==> src/rtl/inst_fetch_unit.sv <==
// Instruction fetch: issues sequential word fetches, queues returned words with their PC.
// Latency: a response is visible at the queue head one cycle after imem_rvalid_i.
// Backpressure: requests are credit-limited (queued + outstanding < DEPTH), so the queue never overflows.
module inst_fetch_unit #(
  parameter int                 ADDR_W    = 32,
  parameter int                 DATA_W    = 32,
  parameter int                 DEPTH     = 4,
  parameter logic [ADDR_W-1:0]  RESET_VEC = '0
) (
  input  logic              clk,
  input  logic              RESET,
  output logic              imem_req_o,
  output logic [ADDR_W-1:0] imem_addr_o,
  input  logic              imem_gnt_i,
  input  logic              imem_rvalid_i,
  input  logic [DATA_W-1:0] imem_rdata_i,
  input  logic              redirect_i,
  input  logic [ADDR_W-1:0] redirect_addr_i,
  output logic              inst_valid_o,
  output logic [DATA_W-1:0] inst_o,
  output logic [ADDR_W-1:0] inst_pc_o,
  input  logic              inst_ready_i
);

  localparam int PTR_W = $clog2(DEPTH);
  localparam int CNT_W = PTR_W + 1;
  localparam logic [CNT_W:0]   DEPTH_C = (CNT_W+1)'(DEPTH);
  localparam logic [CNT_W-1:0] CNT_ONE = CNT_W'(1);
  localparam logic [PTR_W-1:0] PTR_ONE = PTR_W'(1);

  logic [ADDR_W-1:0] pc;
  logic [CNT_W-1:0]  q_count, out_cnt, drop_cnt;
  logic [PTR_W-1:0]  q_rd, q_wr, p_rd, p_wr;
  logic [DATA_W-1:0] q_inst [DEPTH];
  logic [ADDR_W-1:0] q_pc   [DEPTH];
  logic [ADDR_W-1:0] p_pc   [DEPTH];

  logic [CNT_W:0] credit_sum;
  logic           gnt_ok, rsp_ok, q_push, q_pop;
  logic           unused_addr_lo;

  assign unused_addr_lo = ^redirect_addr_i[1:0];

  always_comb begin
    credit_sum   = {1'b0, q_count} + {1'b0, out_cnt};
    imem_req_o   = !RESET && !redirect_i && (credit_sum < DEPTH_C);
    inst_valid_o = (q_count != '0);
    gnt_ok       = imem_req_o && imem_gnt_i;
    // A response with nothing outstanding is a protocol error and is ignored.
    rsp_ok       = imem_rvalid_i && (out_cnt != '0);
    q_push       = rsp_ok && (drop_cnt == '0) && !redirect_i;
    q_pop        = inst_valid_o && inst_ready_i && !redirect_i;
  end

  assign imem_addr_o = pc;
  assign inst_o      = q_inst[q_rd];
  assign inst_pc_o   = q_pc[q_rd];

  always_ff @(posedge clk) begin
    if (RESET) begin
      pc       <= RESET_VEC;
      q_count  <= '0;
      out_cnt  <= '0;
      drop_cnt <= '0;
      q_rd     <= '0;
      q_wr     <= '0;
      p_rd     <= '0;
      p_wr     <= '0;
      for (int i = 0; i < DEPTH; i++) begin
        q_inst[i] <= '0;
        q_pc[i]   <= '0;
      end
    end else begin
      if (redirect_i)
        pc <= {redirect_addr_i[ADDR_W-1:2], 2'b00};
      else if (gnt_ok)
        pc <= pc + ADDR_W'(4);

      case ({gnt_ok, rsp_ok})
        2'b10:   out_cnt <= out_cnt + CNT_ONE;
        2'b01:   out_cnt <= out_cnt - CNT_ONE;
        default: out_cnt <= out_cnt;
      endcase

      // Everything still in flight after this cycle belongs to the flushed path.
      if (redirect_i)
        drop_cnt <= out_cnt - CNT_W'(rsp_ok);
      else if (rsp_ok && (drop_cnt != '0))
        drop_cnt <= drop_cnt - CNT_ONE;

      // The request-PC FIFO survives a redirect so dropped responses still retire their entry.
      if (gnt_ok) p_wr <= p_wr + PTR_ONE;
      if (rsp_ok) p_rd <= p_rd + PTR_ONE;

      if (redirect_i) begin
        q_rd    <= '0;
        q_wr    <= '0;
        q_count <= '0;
      end else begin
        if (q_push) begin
          q_inst[q_wr] <= imem_rdata_i;
          q_pc[q_wr]   <= p_pc[p_rd];
          q_wr         <= q_wr + PTR_ONE;
        end
        if (q_pop) q_rd <= q_rd + PTR_ONE;
        if (q_push && !q_pop)
          q_count <= q_count + CNT_ONE;
        else if (q_pop && !q_push)
          q_count <= q_count - CNT_ONE;
      end
    end
  end

  always_ff @(posedge clk) begin
    if (gnt_ok) p_pc[p_wr] <= pc;
  end

endmodule

==> config.mk <==
export PLATFORM = sky130hd
export DESIGN_NAME = inst_fetch_unit
export DESIGN_NICKNAME = d
export VERILOG_FILES = /design/src/rtl/inst_fetch_unit.sv
export SDC_FILE = /design/constraint.sdc
export NUM_CORES = 1
export LEC_CHECK = 0
export CORE_MARGIN = 3
export CORE_UTILIZATION = 40
export CTS_CLUSTER_DIAMETER = 30
export DETAILED_ROUTE_END_ITERATION = 6
export PLACE_DENSITY = 0.72
export SETUP_SLACK_MARGIN = 0.05
export SYNTH_ARGS = -nofsm -noshare
export SYNTH_HDL_FRONTEND = slang
export SYNTH_SLANG_ARGS = --single-unit
==> constraint.sdc <==
create_clock -name clk -period 6.35 [get_ports clk]
set_input_delay 1.905 -clock clk [delete_from_list [all_inputs] [get_ports clk]]
set_output_delay 1.905 -clock clk [all_outputs]
set_load 0.05 [all_outputs]
==> flow_summary.yaml <==
sta:
  setup_violations: 0
  fmax_ghz: 0.189
  skew_ns: 0.0237
  slew_violations: 0
  rsz0062_at_grt: "false"
  setup_tns_ns: 0
  period_share: 0.833
  tightest_slew_ns: 1.06
  slew_headroom: 0.291
  hold_viol: 0
  period_needed_ns: 5.29
floorplan:
  initial_core_util: 0.407
  io_pins: 168
  die_h_um: 216
  rows: 76
  core_um2: 43300
  die_x_um: 216
  die-area_um2: 46500
grt:
  grt_max_degree: 95
  grt_pass1_wl_um: 63800
  antenna_found_initial: 1
  grt_overflow: 0
  grtUsageTotal: 0.177
  grt_pass1_vias: 11240
critical_path:
  start_kind: "primary input"
  cp_max_fo: 13
  rrSetupSlack_ns: 3.34
  required_ns: 4.45
  reg2reg_depth: 10
  crit_arrival_ns: 3.39
  cp-end-kind: "output pin"
  worst_r2r_endpoint: "out_cnt[2]"
  crit_path_start: "RESET"
  setup.worst_path.end: "imem_req_o"
  reg2reg_from: "q_count[1]"
  setup.worst_path.class: "in2out"
run_status:
  status: "complete, no violations"
clock_network:
  cts_resized: 0
  cts_buffers: 88
  cts_hold_buf: 0
  cts_sinks: 419
  worstSkewPairLatency_ns: 0.59
  htree_levels: 3
  clockRootBuffer: "clkbuf_16"
  clockBufferDepth: 3
  cts_post_setup_buffers_inserted: 0
  cts_tree: "yes"
  path_clk_slew_ns: 0.04
yosys:
  postSynthCellCount: 1142
  ys_async_sr_fraction: 0
  ys_types: 59
  ys_seq_elements: 419
  synth_edf_count: 368
  synth.avg_cell_area_um2: 15.4
  yosysWarnings: 0
  synth_seq_area_share: 0.686
  syn-cell-area_um2: 17600
  yosys_most_used_dff: "edfxtp_1"
drt:
  post_drt_wl_per_cell_um: 20.5
  wirelength_um: 41000
  dr_total_vias: 10547
  drc: 0
  drt_iter0_drc: 907
  viasPerCell: 5.27
  dr.pass1.iters: 5
  ant_nets: 0
power:
  powerDensity_nw_per_um2: 388
  ir_worst_vdd_v: 0.000224
  cellLeakagePower_nw: 8.33
worst_hold_path:
  hold_path.class: "reg2reg"
  min_from: "q_count[2]"
finish:
  drive_gt1_frac: 0.202
  nets: 1431
  area_delta_synth_final_pct: 31.0
  n_antenna_cell: 0
  instances_no_fill: 2003
placement:
  port_buffers: 161
  dp.cells: 1841
  hpwlAfterDp_um: 23200
  place.gp.congestion: 0.828
job:
  drv_cap: 0
==> final cells by class <==
cell class / count / area (um^2)
fill: 3437 / 20200
sequential: 419 / 12100
multi-input combinational: 612 / 5110
inverter: 46 / 173
clock buffer: 100 / 2320
clock inverter: 62 / 817
tap: 585 / 732
timing repair buffer: 179 / 1820
==> layout by cell type, fill, tap and decap left out, drive strengths merged, types with 4 or more instances in the layout <==
cell / netlist / routed
edfxtp: 368 / 368
clkdlybuf4s50: 0 / 160
nor2: 133 / 133
and2: 101 / 101
clkbuf: 46 / 100
mux4: 92 / 92
nand2: 61 / 61
dfxtp: 51 / 51
inv: 45 / 47
and3: 40 / 40
clkinv: 1 / 32
a21oi: 24 / 24
buf: 22 / 19
bufinv: 0 / 16
nand3: 15 / 15
nand4: 15 / 15
ha: 13 / 13
clkinvlp: 0 / 13
xor2: 12 / 12
o21ai: 9 / 9
xnor2: 8 / 8
nor3: 8 / 8
a211oi: 6 / 6
a31oi: 6 / 6
or3: 6 / 6
or2: 5 / 5
nor4: 5 / 5
mux2: 5 / 5
conb: 1 / 4
==> worst min path at each step <==
| stage | to | slack [ns] | cells past startpoint |
|---|---|---|---|
| after floorplan | p_wr[1] | 0.47 | 2 |
| final | q_count[2] | 0.51 | 2 |
| after global routing | p_wr[1] | 0.53 | 2 |
| after detailed placement | p_wr[1] | 0.51 | 2 |
| after global placement | p_wr[1] | 0.48 | 2 |
| after CTS | p_wr[1] | 0.51 | 2 |
==> synthesized netlist by cell type (all sizes together), types with 5 or more instances <==
master / instances / area share
a211oi: 6 / 0.0026
a21oi: 24 / 0.0068
a31oi: 6 / 0.0021
and2: 101 / 0.036
and3: 40 / 0.014
buf: 22 / 0.0069
clkbuf: 46 / 0.0098
dfxtp: 51 / 0.058
edfxtp: 368 / 0.63
ha: 13 / 0.0092
inv: 45 / 0.0096
mux2: 5 / 0.0032
mux4: 92 / 0.12
nand2: 61 / 0.013
nand3: 15 / 0.0043
nand4: 15 / 0.0057
nor2: 133 / 0.029
nor3: 8 / 0.0023
nor4: 5 / 0.0021
o21ai: 9 / 0.0026
or2: 5 / 0.0018
or3: 6 / 0.0021
xnor2: 8 / 0.0040
xor2: 12 / 0.0060
==> sequential cells by signal, indices dropped and copies added (netlist names), named ones only <==
name and flops:
imem_addr_o 30, q_rd 2, p_rd 2, q_inst 128, p_pc 120, out_cnt 3, p_wr 2, q_pc 120
q_wr 2, q_count 3, drop_cnt 3
==> cell families after synthesis <==
kind of cell,after synthesis,synth area share
other,1,0.000213
buffers and inverters,114,0.0265
flip-flops,419,0.686
AO/OA/AOI/OAI,70,0.0259
adder cells (fa/ha/maj),15,0.0115
AND/OR/NAND/NOR,403,0.117
multiplexers,100,0.123
XOR/XNOR,20,0.00996
==> stage by stage <==
step / instance area [um^2] / worst slack (ns) / util / hold slack [ns] / total power [mW]
after floorplan: 17600 / 0.313 / - / 0.469 / 3.92
after global placement: 19900 / 1.04 / 0.460 / 0.482 / 4.23
after detailed placement: 19900 / 1.08 / 0.460 / 0.506 / 4.25
after CTS: 23100 / 1.06 / 0.533 / 0.512 / 9.03
after global routing: 23100 / 1.03 / 0.533 / 0.531 / 9.24
final: 23100 / 1.06 / 0.533 / 0.509 / 8.95
==> per-layer routing <==
layer  global-route usage  share of wire  vias to the layer above
met1                0.231           0.41                     5330
met2                0.298           0.50                      405
li1                     -              -                     4741
met5                    0        0.00032                        -
met3               0.0394          0.067                       69
met4               0.0522          0.020                        2
==> where the power goes <==
part           switching, mW  internal [mW]
Clock                   1.48           3.27
Combinational          0.571          0.383
Sequential            0.0874           3.16
Total                   2.13           6.81
==> critical path: stages <==
cell	delay, ns
clkdlybuf4s50_1	0.41
or2_2	0.45
nor3_1	0.42
buf_12	0.20
No activity file was read; power rests on OpenSTA's default activity.
